==> config.mk <==
export PLATFORM = sky130hd
export DESIGN_NAME = hazard_detection_unit
export DESIGN_NICKNAME = d
export VERILOG_FILES = /design/src/rtl/hazard_detection_unit_pkg.sv /design/src/rtl/hazard_detection_unit_sat_counter.sv /design/src/rtl/hazard_detection_unit.sv
export SDC_FILE = /design/constraint.sdc
export NUM_CORES = 1
export LEC_CHECK = 0
export ABC_AREA = 0
export CAP_MARGIN = 0
export CORE_MARGIN = 2
export CORE_UTILIZATION = 35
export CTS_CLUSTER_DIAMETER = 80
export DETAILED_ROUTE_END_ITERATION = 10
export SLEW_MARGIN = 20
export SYNTH_ARGS = -nofsm -noshare
export SYNTH_HDL_FRONTEND = slang
export SYNTH_HIERARCHICAL = 1
export SYNTH_SLANG_ARGS = --single-unit
==> constraint.sdc <==
create_clock -name clk -period 1.5 [get_ports clk]
set_input_delay 0.15 -clock clk [delete_from_list [all_inputs] [get_ports clk]]
set_output_delay 0.15 -clock clk [all_outputs]
set_load 0.01 [all_outputs]
==> src/rtl/hazard_detection_unit_pkg.sv <==
// Shared definitions for the ID-stage hazard controller: FSM encoding, register
// address width and the load-use comparator.
package hazard_detection_unit_pkg;

  localparam int REG_ADDR_W = 5;
  localparam logic [REG_ADDR_W-1:0] ZERO_REG = '0;

  typedef enum logic [1:0] {
    ST_RUN   = 2'd0,
    ST_STALL = 2'd1,
    ST_FLUSH = 2'd2
  } hdu_state_t;

  // $zero is hard-wired, so a load targeting it can never create a dependency.
  function automatic logic load_use_hit(
    input logic                  mem_read,
    input logic [REG_ADDR_W-1:0] ld_rt,
    input logic [REG_ADDR_W-1:0] rs,
    input logic [REG_ADDR_W-1:0] rt,
    input logic                  uses_rt
  );
    return mem_read && (ld_rt != ZERO_REG) &&
           ((ld_rt == rs) || (uses_rt && (ld_rt == rt)));
  endfunction

endpackage

==> src/rtl/hazard_detection_unit_sat_counter.sv <==
// Saturating event counter: holds at all-ones instead of wrapping.
// Latency: 1 cycle from en to q update. No backpressure; en is sampled every cycle.
// Cleared asynchronously by rst_n.
module sat_counter #(
  parameter int W = 16
) (
  input  logic         clk,
  input  logic         rst_n,
  input  logic         en,
  output logic [W-1:0] q
);

  localparam logic [W-1:0] ONE = W'(1);
  localparam logic [W-1:0] MAX = '1;

  always_ff @(posedge clk or negedge rst_n) begin
    if (!rst_n) begin
      q <= '0;
    end else if (en && (q != MAX)) begin
      q <= q + ONE;
    end
  end

endmodule

==> src/rtl/hazard_detection_unit.sv <==
// ID-stage load-use stall and taken-branch flush controller with event counters.
// Latency: control outputs are combinational in the detecting cycle; state/counters update next edge.
// Backpressure: stalls PC and IF/ID for STALL_CYCLES cycles per load-use hazard; branch flush overrides.
module hazard_detection_unit
  import hazard_detection_unit_pkg::*;
#(
  parameter int STALL_CYCLES = 1,
  parameter int CNT_W        = 16
) (
  input  logic                  clk,
  input  logic                  rst_n,
  input  logic                  idex_mem_read,
  input  logic [REG_ADDR_W-1:0] idex_rt,
  input  logic [REG_ADDR_W-1:0] ifid_rs,
  input  logic [REG_ADDR_W-1:0] ifid_rt,
  input  logic                  ifid_uses_rt,
  input  logic                  branch_taken,
  output logic                  ctrl_sel,
  output logic                  pc_write,
  output logic                  ifid_write,
  output logic                  ifid_flush,
  output logic                  exmem_flush,
  output logic [1:0]            state_o,
  output logic [CNT_W-1:0]      stall_cnt,
  output logic [CNT_W-1:0]      flush_cnt
);

  localparam logic [2:0] REM_INIT   = 3'(STALL_CYCLES - 1);
  localparam bit         MULTI_STALL = (STALL_CYCLES > 1);

  hdu_state_t state, state_nxt;
  logic [2:0] rem, rem_nxt;
  logic       hz;
  logic       stall_now;
  logic       stall_en;
  logic       flush_en;

  assign hz        = load_use_hit(idex_mem_read, idex_rt, ifid_rs, ifid_rt, ifid_uses_rt);
  assign stall_now = (state == ST_STALL) || hz;
  assign state_o   = state;

  always_ff @(posedge clk or negedge rst_n) begin
    if (!rst_n) begin
      state <= ST_RUN;
      rem   <= '0;
    end else begin
      state <= state_nxt;
      rem   <= rem_nxt;
    end
  end

  always_comb begin
    state_nxt = state;
    rem_nxt   = rem;
    if (branch_taken) begin
      // A taken branch squashes the stalled instruction, so any remaining stall is moot.
      state_nxt = ST_FLUSH;
      rem_nxt   = '0;
    end else if (state == ST_STALL) begin
      rem_nxt = rem - 3'd1;
      if (rem == 3'd1) begin
        state_nxt = ST_RUN;
      end
    end else if (hz && MULTI_STALL) begin
      state_nxt = ST_STALL;
      rem_nxt   = REM_INIT;
    end else begin
      state_nxt = ST_RUN;
    end
  end

  always_comb begin
    ctrl_sel    = 1'b0;
    pc_write    = 1'b0;
    ifid_write  = 1'b0;
    ifid_flush  = 1'b0;
    exmem_flush = 1'b0;
    if (!rst_n) begin
      ctrl_sel = 1'b0;
    end else if (branch_taken) begin
      pc_write    = 1'b1;
      ifid_write  = 1'b1;
      ifid_flush  = 1'b1;
      exmem_flush = 1'b1;
    end else if (!stall_now) begin
      ctrl_sel   = 1'b1;
      pc_write   = 1'b1;
      ifid_write = 1'b1;
    end
  end

  assign stall_en = rst_n && !branch_taken && stall_now;
  assign flush_en = rst_n && branch_taken;

  sat_counter #(.W(CNT_W)) u_stall_cnt (
    .clk   (clk),
    .rst_n (rst_n),
    .en    (stall_en),
    .q     (stall_cnt)
  );

  sat_counter #(.W(CNT_W)) u_flush_cnt (
    .clk   (clk),
    .rst_n (rst_n),
    .en    (flush_en),
    .q     (flush_cnt)
  );

endmodule

==> flow_summary.ini, run 1 <==
[logic_synthesis]
synth_async_sr_flop_share_pct = 100
synthCells = 173
yosysMostFrequentCell = dfrtp_1
synth_area_um2 = 1950
yosys_warnings = 6
synth_nets = 195
synth_flop_cell = dfrtp_1
synth.lib_cells_used.distinct = 38
synth.area.top_cells = dfrtp_1 (42%), xnor2_1 (9.0%), nand4_1 (5.5%)
synth_top_cell_by_area = dfrtp_1
synth_common_cells = dfrtp_1 (33), xnor2_1 (20), nand4_1 (17)
synth-edff-count = 0
synth-seq-cells = 33
syn_avg_cell_area_um2 = 11.3
seq_area_frac_synth_pct = 42.4
synth_top_area_share_pct = 42.4

[clocking]
cts_tree = built
cts-htree-levels = 2
clockBufferDepth = 2
clock_latency_ps = 280
path_clk_slew_ps = 70
cts_hold_buf = 0
root_buffer = clkbuf_8
cts_buffers = 5
clock-sinks = 33

[timing]
fin_crit_sh_pct = 110
hold_viol = 0
fin_skew_ps = 8.37
drv_slew = 0
setup_viol = 13
rsz0062_at_grt = yes
fmax_ghz = 0.608
worst_slack_ps = -144
period_minus_slack_ps = 1640

[critical_path]
crit_path_end_kind = flop
r2r_end = u_stall_cnt/q[1]$_DFFE_PN0P_
crit_start = idex_rt[4]
ff2ff_path_depth = 4
crit_path_start_kind = primary input
critPathSlowestCell = or4_4
r2r-start = u_stall_cnt/q[2]$_DFFE_PN0P_
critPathArrivalTime_ps = 1800
cpMostUsedCell = buf_6
crit_required_ps = 1660
worstPathMaxFanout = 3
endpoint = u_stall_cnt/q[7]$_DFFE_PN0P_
critical_path_class = in2reg
path_cells = buf_8, or4_4, o21ai_4, buf_6, nor3b_4, buf_6, and3_4, and4_4, a31oi_4, a31oi_1
cpPeakStageDelay_ps = 540
r2r_setup_slack_ps = 0

[global_route]
overflow = 0
grt_usage_pct = 17.9
antenna_found_initial = 0
grt_pass1_wl_mm = 8.86
grt_pass1_vias = 1851
grt_max_degree = 26

[floorplanning]
die_h_um = 78.6
initial_utilization_pct = 35.8
dieArea_um2 = 6170
dieWidth_um = 78.6
io_pins = 59
rows = 27
core_area_um2 = 5440

[finish]
nets = 329
drive_gt1_share_pct = 49.2
finalNonFillerCells = 379
syn_to_final_growth_pct = 77.0
insertedDiodeCount = 0

[detailed_routing]
via_per_inst = 5.05
via_count = 1914
drt-total-wl_mm = 5.40
first_iter_violations = 76
drt-wirelength-per-cell_um = 14.3
drt-pass1-iter-count = 4
drc = 0
ant_nets = 0

[power_and_ir_drop]
p_clk_share_pct = 24.3
p_int_uw = 1820
p_per_area_nw_per_um2 = 752
pwr-share-comb_pct = 35.9
p_leak_uw = 0.00185
peakVddDrop_mv = 0.386
power_uw = 2590
pwr-share-seq_pct = 39.8
netSwitchingPower_uw = 775
sw_frac_of_total_pct = 29.9

[run_status]
status = complete, but fails checks
failed_checks = negative setup slack

[hold_path]
hold_class = in2async

[placement]
dpl.hpwl_mm = 4.02
place_inst = 351
place_congestion = 0.788
numPortBuffers = 57

[flow_run]
drv_cap = 0
## registers in the layout (all words and copies together) (netlist names)
| register | count |
|---|---|
| u_stall_cnt/q | 16 |
| u_flush_cnt/q | 16 |
| state_o | 1 |
## layout by cell type (no fill, tap or decap), types with 2 or more instances in the layout
cell type | Yosys | final
xnor2_1 | 20 | 11
o31ai_4 | 2 | 2
a21oi_1 | 6 | 4
nand4_4 | 2 | 3
xnor2_2 | 0 | 9
mux2_4 | 0 | 2
and4_4 | 2 | 5
and3_1 | 4 | 3
nand2_2 | 0 | 2
dfrtp_1 | 33 | 30
buf_4 | 3 | 67
clkdlybuf4s50_1 | 0 | 17
nand4_1 | 17 | 17
nor3_4 | 0 | 2
dlygate4sd2_1 | 0 | 7
clkbuf_8 | 0 | 5
buf_2 | 0 | 11
nand3_1 | 11 | 10
dlymetal6s2s_1 | 0 | 15
nor4_4 | 4 | 4
a32oi_1 | 2 | 2
nor2_1 | 5 | 4
a21oi_2 | 1 | 3
xor2_1 | 4 | 4
nand2_1 | 10 | 7
nand3_4 | 2 | 2
buf_8 | 0 | 3
and4b_1 | 2 | 2
o21a_1 | 10 | 10
buf_6 | 0 | 9
nor2_2 | 2 | 2
a31oi_1 | 6 | 5
dfrtp_2 | 0 | 3
o211ai_1 | 2 | 2
## kinds of logic (layout without fill, tap and decap cells)
family | count (synthesis) | count (layout) | synth area share, %
flops | 33 | 33 | 42.4
buf+inv | 4 | 138 | 1.35
xor+xnor | 24 | 24 | 10.8
fa+ha+maj | 2 | 2 | 1.29
other cells | 1 | 1 | 0.193
simple gates | 73 | 73 | 29.3
compound gates | 34 | 34 | 13.5
mux | 2 | 2 | 1.16
## worst min path at each step
stage | start | to | slack, ps | cells after the start
detailed placement | rst_n | u_flush_cnt/q[15]$_DFFE_PN0P_ | 540 | 2
global placement | rst_n | u_flush_cnt/q[15]$_DFFE_PN0P_ | 540 | 2
floorplan | rst_n | state_o[1]$_DFF_PN0_ | -150 | 0
global route | branch_taken | state_o[1]$_DFF_PN0_ | 120 | 2
finish | rst_n | u_flush_cnt/q[15]$_DFFE_PN0P_ | 120 | 3
CTS | rst_n | u_flush_cnt/q[7]$_DFFE_PN0P_ | 7 | 2
## power by group through the flow
stage	logic [uW]	registers [uW]	clock network, uW
2_1_floorplan	215	1150	0
3_3_place_gp	790	1060	0
3_5_place_dp	796	1060	0
4_1_cts	881	1020	659
5_1_grt	1010	1040	694
6_report	930	1030	629
## metal layers
| metal | routed length [um] | part of all wire [%] | up-vias | track usage [%] |
|---|---|---|---|---|
| met3 | 222 | 4.1 | 6 | 3.68 |
| met5 | 0 | 0 | - | 0 |
| met1 | 2360 | 44 | 924 | 23.2 |
| met4 | 33 | 0.61 | 0 | 2.63 |
| met2 | 2780 | 52 | 55 | 31.5 |
| li1 | - | - | 929 | - |
## cell type report
class / count / area, um^2
Clock inverter: 1 / 5.00
Fill cell: 472 / 1990
Tap cell: 72 / 90.1
Inverter: 1 / 3.75
Multi-Input combinational cell: 136 / 1310
Timing Repair Buffer: 130 / 1130
Sequential cell: 33 / 830
Clock buffer: 6 / 72.6
## metrics by stage
stage / hold WS, ps / setup WS, ps / setup TNS, ps / util (%) / cell area (um^2)
after CTS: 7.07 / -161 / -621 / 59.5 / 3240
after detailed placement: 536 / -875 / -21810 / 56.6 / 3080
after floorplan: -146 / -157 / -1000 / - / 2050
after global routing: 119 / -209 / -1860 / 63.4 / 3450
after global placement: 536 / -862 / -21580 / 56.6 / 3080
final: 119 / -144 / -862 / 63.4 / 3450
## critical path: cells and delay by family
| family | cells | cell delay [ps] |
|---|---|---|
| buffers and inverters | 3 | 360 |
| AO/OA/AOI/OAI | 3 | 370 |
| AND/OR/NAND/NOR | 4 | 920 |
## repair_timing
action,in CTS,in global routing
pin swaps,29,28
setup buffers,11,12
hold endpoints to repair,0,0
endpoints found under the setup margin,46,36
resized for setup,95,40
Power figures use the tool's default switching activity.
==> run 2: changes to the inputs <==
--- a/config.mk
+++ b/config.mk
@@ -8,10 +8,10 @@
 export ABC_AREA = 0
 export CAP_MARGIN = 0
 export CORE_MARGIN = 2
-export CORE_UTILIZATION = 35
+export CORE_UTILIZATION = 30
 export CTS_CLUSTER_DIAMETER = 80
 export DETAILED_ROUTE_END_ITERATION = 10
-export SLEW_MARGIN = 20
+export SLEW_MARGIN = 40
 export SYNTH_ARGS = -nofsm -noshare
 export SYNTH_HDL_FRONTEND = slang
 export SYNTH_HIERARCHICAL = 1
==> run 2 against run 1 <==
The flow still finishes with violations (negative setup slack). Final area increased by 0.58%. Die area increased by 16%. Via count increased by 2.1%. Total power increased by 3.6%. First-iteration DRC count decreased by 6.6%. Critical path depth increased by 1. Clock skew decreased by 0.85 ps. Hold slack got worse by 6.4 ps.
==> flow_summary.ini, run 2 (synthesized netlist as in run 1, its figures left out) <==
[power_and_ir_drop]
power_uw = 2680
peakVddDrop_mv = 0.418
p_per_area_nw_per_um2 = 775
p_leak_uw = 0.00198

[global_route]
grt_pass1_wl_mm = 9.23
grt_usage_pct = 15.9
grt_max_degree = 23
grt_pass1_vias = 1933
antenna_found_initial = 0
overflow = 0

[detailed_routing]
drt-pass1-iter-count = 4
drt-wirelength-per-cell_um = 14.2
drc = 0
via_per_inst = 5.03
drt-total-wl_mm = 5.51
ant_nets = 0
via_count = 1955
first_iter_violations = 71

[clocking]
clock_latency_ps = 280
cts-htree-levels = 2
cts_tree = built
root_buffer = clkbuf_8
clockBufferDepth = 2
clock-sinks = 33
cts_buffers = 5
path_clk_slew_ps = 70

[placement]
place_ws_ps = -883
dpl.hpwl_mm = 4.00
numPortBuffers = 57
place_congestion = 0.797

[timing]
hold_viol = 0
setup_viol = 16
drv_slew = 0
fmax_ghz = 0.576
fin_crit_sh_pct = 116
worst_slack_ps = -236
timing.hold.ws_ps = 112
period_minus_slack_ps = 1740
rsz0062_at_grt = yes
fin_skew_ps = 7.52

[critical_path]
path_buf_inv = 4
crit_required_ps = 1650
worstPathMaxFanout = 3
endpoint = u_stall_cnt/q[7]$_DFFE_PN0P_
crit_path_start_kind = primary input
path_cells = buf_8, or4_4, o21ai_4, buf_6, nor3b_4, buf_6, buf_6, and3_4, and4_4, a31oi_2, a31oi_1
cpMostUsedCell = buf_6
r2r_end = u_stall_cnt/q[14]$_DFFE_PN0P_
cpLargestDelayFamily = simple AND/OR/NAND/NOR gates
cpPeakStageDelay_ps = 540
path_depth = 11
r2r-start = u_stall_cnt/q[10]$_DFFE_PN0P_
critical_path_class = in2reg
crit_start = idex_rt[1]
critPathSlowestCell = or4_4
crit_path_end_kind = flop
critPathArrivalTime_ps = 1880
ff2ff_path_depth = 5
r2r_setup_slack_ps = -10

[floorplanning]
initial_utilization_pct = 30.8
rows = 29
core_area_um2 = 6310
io_pins = 59
die_h_um = 84.6
dieArea_um2 = 7150
dieWidth_um = 84.6

[finish]
nets = 333
insertedDiodeCount = 0
final_cell_mix = buf_4 (70), dfrtp_1 (31), dlymetal6s2s_1 (19)
n_fill_cell = 571
layout_commonest_cell = buf_4
final_util_pct = 54.9
syn_to_final_growth_pct = 78.0
drive_gt1_share_pct = 48.7
seq_area_um2 = 828
multiInputGateArea_um2 = 1280

[run_status]
status = complete, but fails checks
failed_checks = negative setup slack

[hold_path]
hold_class = in2async

[flow_run]
drv_cap = 0
[run 2: cell types whose count changed in the layout (fill, tap and decap cells not counted), moves of 2 or more]
| cell | change |
|---|---|
| clkdlybuf4s50_1 | -6 |
| dlymetal6s2s_1 | +4 |
| buf_4 | +3 |
| a21oi_1 | +2 |
| a21oi_2 | -2 |
| clkdlybuf4s15_2 | +2 |
| nand2_4 | +2 |
[run 2: what timing repair did]
| item | in CTS | in global routing |
|---|---|---|
| pin swaps | 28 | 23 |
| hold buffers | 1 | 0 |
| setup endpoints to repair | 39 | 41 |
| endpoints found under the hold margin | 11 | 0 |
| gates resized for setup | 101 | 36 |
| buffers inserted | 14 | 7 |
[run 2: area by class of cell]
type	instances	area share, %
well taps	77	2.78
clock buffers	8	2.60
multi-input cells	136	36.8
inverters	1	0.108
flip-flops and latches	33	23.9
repair buffers	134	33.8
[run 2: metrics by stage]
stage / cells / TNS (ps) / cell area (um^2)
after floorplan: 173 / -1000 / 2050
after global placement: 359 / -19320 / 3110
after detailed placement: 359 / -19780 / 3110
after CTS: 382 / -1780 / 3290
after global routing: 389 / -3490 / 3470
final: 389 / -2160 / 3470
[run 2: how the worst min path moves through the flow]
stage,slack (ps),end,start,cells past startpoint
finish,110,u_stall_cnt/q[14]$_DFFE_PN0P_,rst_n,3
global placement,550,u_flush_cnt/q[15]$_DFFE_PN0P_,u_flush_cnt/q[15]$_DFFE_PN0P_,2
global route,160,u_stall_cnt/q[13]$_DFFE_PN0P_,rst_n,3
CTS,120,u_stall_cnt/q[14]$_DFFE_PN0P_,rst_n,3
detailed placement,550,state_o[1]$_DFF_PN0_,rst_n,2
floorplan,-150,state_o[1]$_DFF_PN0_,rst_n,0
[run 2: metal layers]
| layer | vias to the layer above | part of all wire (%) | track usage, % |
|---|---|---|---|
| met3 | 6 | 5.1 | 3.44 |
| met4 | 0 | 0.98 | 3.46 |
| li1 | 943 | - | - |
| met2 | 61 | 49 | 26.7 |
| met5 | - | 0 | 0 |
| met1 | 945 | 45 | 21.1 |
[run 2: where the power goes]
group	switching, uW	internal (uW)
Clock	335	375
Combinational	392	549
Sequential	59.7	975
Total	787	1900
[run 2: worst register-to-register path, cell delays in order, from the launching register on]
cell and delay [ps]:
dfrtp_1 360, buf_4 120, nand4_2 200, nor4_4 400, nand4_1 160, xnor2_1 160
==> run 3: changes to the inputs <==
--- a/config.mk
+++ b/config.mk
@@ -7,7 +7,6 @@
 export LEC_CHECK = 0
 export ABC_AREA = 0
 export CAP_MARGIN = 0
-export CORE_MARGIN = 2
 export CORE_UTILIZATION = 30
 export CTS_CLUSTER_DIAMETER = 80
 export DETAILED_ROUTE_END_ITERATION = 10
==> run 3 against run 2 <==
The flow still finishes with violations (negative setup slack). Fmax grew 8.7%. Clock skew increased by 3.8 ps. Global-route usage grew 1.9 points. Utilization rose by 2.9 points. Sequential share of layout area decreased by 0.38 points. Count of clock-buffer cells in the layout is the same. Critical path depth shrank 2. Combinational power rose by 5.7%. Clock power increased by 1%. Die area decreased by 4.7%. Total power rose by 2.2%. Critical path type unchanged.
==> flow_summary.ini, run 3 (synthesized netlist as in run 1, its figures left out) <==
[run_status]
status = complete, but fails checks
failed_checks = negative setup slack

[critical_path]
critical_path_class = in2reg
worstPathMaxFanout = 3
crit_path_end_kind = flop
critPathArrivalTime_ps = 1780
crit_path_start_kind = primary input
crit_required_ps = 1680

[detailed_routing]
ant_nets = 0
via_per_inst = 4.96
drc = 0
first_iter_violations = 70
drt-total-wl_mm = 5.68
drt-pass1-iter-count = 4
via_count = 1894
drt-wirelength-per-cell_um = 14.9

[clocking]
cts-htree-levels = 2
cts_tree = built
clock_latency_ps = 290
root_buffer = clkbuf_8
clockBufferDepth = 2
clock-sinks = 33
cts_buffers = 5
path_clk_slew_ps = 80

[floorplanning]
core_area_um2 = 6100
die_h_um = 82.6
initial_utilization_pct = 31.9
io_pins = 59
dieArea_um2 = 6820
rows = 28
dieWidth_um = 82.6

[placement]
place_congestion = 0.784
place_inst = 355
place_ws_ps = -874
dpl.hpwl_mm = 4.09
numPortBuffers = 57

[timing]
totalNegativeSetupSlack_ps = -610
timing.hold.ws_ps = 77.0
fin_crit_sh_pct = 107
fin_skew_ps = 11.3
hold_viol = 0
rsz0062_at_grt = yes
drv_slew = 0
fmax_ghz = 0.626
period_minus_slack_ps = 1600
setup_viol = 13
worst_slack_ps = -98.0

[global_route]
overflow = 0
antenna_found_initial = 0
grt_pass1_vias = 1931
grt_max_degree = 28
grt_pass1_wl_mm = 9.08
grt_usage_pct = 17.8

[finish]
final_cell_mix = buf_4 (66), dfrtp_1 (31), dlymetal6s2s_1 (21)
n_fill_cell = 562
insertedDiodeCount = 0
finalNonFillerCells = 382
drive_gt1_share_pct = 49.2
syn_to_final_growth_pct = 80.9
nets = 328
layout_commonest_cell = buf_4

[hold_path]
hold_class = in2async

[power_and_ir_drop]
peakVddDrop_mv = 0.493
p_per_area_nw_per_um2 = 779
p_leak_uw = 0.00199

[flow_run]
drv_cap = 0
[run 3: critical path, stage by stage]
cell and delay [ps]:
buf_8 110, or4_4 540, o21ai_4 170, buf_6 120, nor3b_4 40, buf_4 140, buf_4 130, o31ai_4 60
mux2_4 320
[run 3: path summary, 6_finish.rpt]
check | from | endpoint | slack (ps) | depth (start not counted)
min | rst_n | state_o[1]$_DFF_PN0_ | 80 | 3
max reg2reg | u_stall_cnt/q[1]$_DFFE_PN0P_ | u_stall_cnt/q[1]$_DFFE_PN0P_ | -20 | 4
max | idex_rt[2] | u_stall_cnt/q[1]$_DFFE_PN0P_ | -100 | 9
min in group clk | branch_taken | state_o[1]$_DFF_PN0_ | 220 | 2
min reg2reg | u_stall_cnt/q[0]$_DFFE_PN0P_ | u_stall_cnt/q[0]$_DFFE_PN0P_ | 580 | 2
max in group asynchronous | rst_n | u_flush_cnt/q[9]$_DFFE_PN0P_ | 850 | 4
[run 3: area by class of cell]
cell class	instances	area (um^2)	area share, %
clock buffer	8	90.1	2.56
inverter	1	3.75	0.107
timing repair buffer	129	1170	33.1
tap	75	93.8	2.66
sequential	33	828	23.5
multi-input combinational	136	1340	38.0
[run 3: per-stage QoR]
step	cell area, um^2	utilization, %	total power (uW)
floorplan	2050	-	1370
global placement	3090	50.7	1850
detailed placement	3090	50.7	1860
CTS	3280	53.9	2640
global route	3520	57.8	2910
finish	3520	57.8	2740
[run 3: layer usage]
metal  part of all wire [%]  GRT usage, %  vias to the layer above
met5                      0             0                        -
li1                       -             -                      931
met3                    3.8          2.64                        5
met4                   0.93          5.00                        0
met1                     46          22.5                      915
met2                     49          31.2                       43
[run 3: where the power goes]
group	switching [uW]	leakage [uW]	internal, uW
combinational	416	0.00150	579
sequential	57.3	0.000445	975
clock	342	0.0000455	375
total	815	0.00199	1930
[run 3: repair_timing]
action / CTS / global route
hold endpoints to repair: 0 / 0
setup endpoints to repair: 41 / 42
resized for setup: 104 / 44
hold buffers: 0 / 0
setup buffers: 15 / 6
pin swaps: 31 / 21
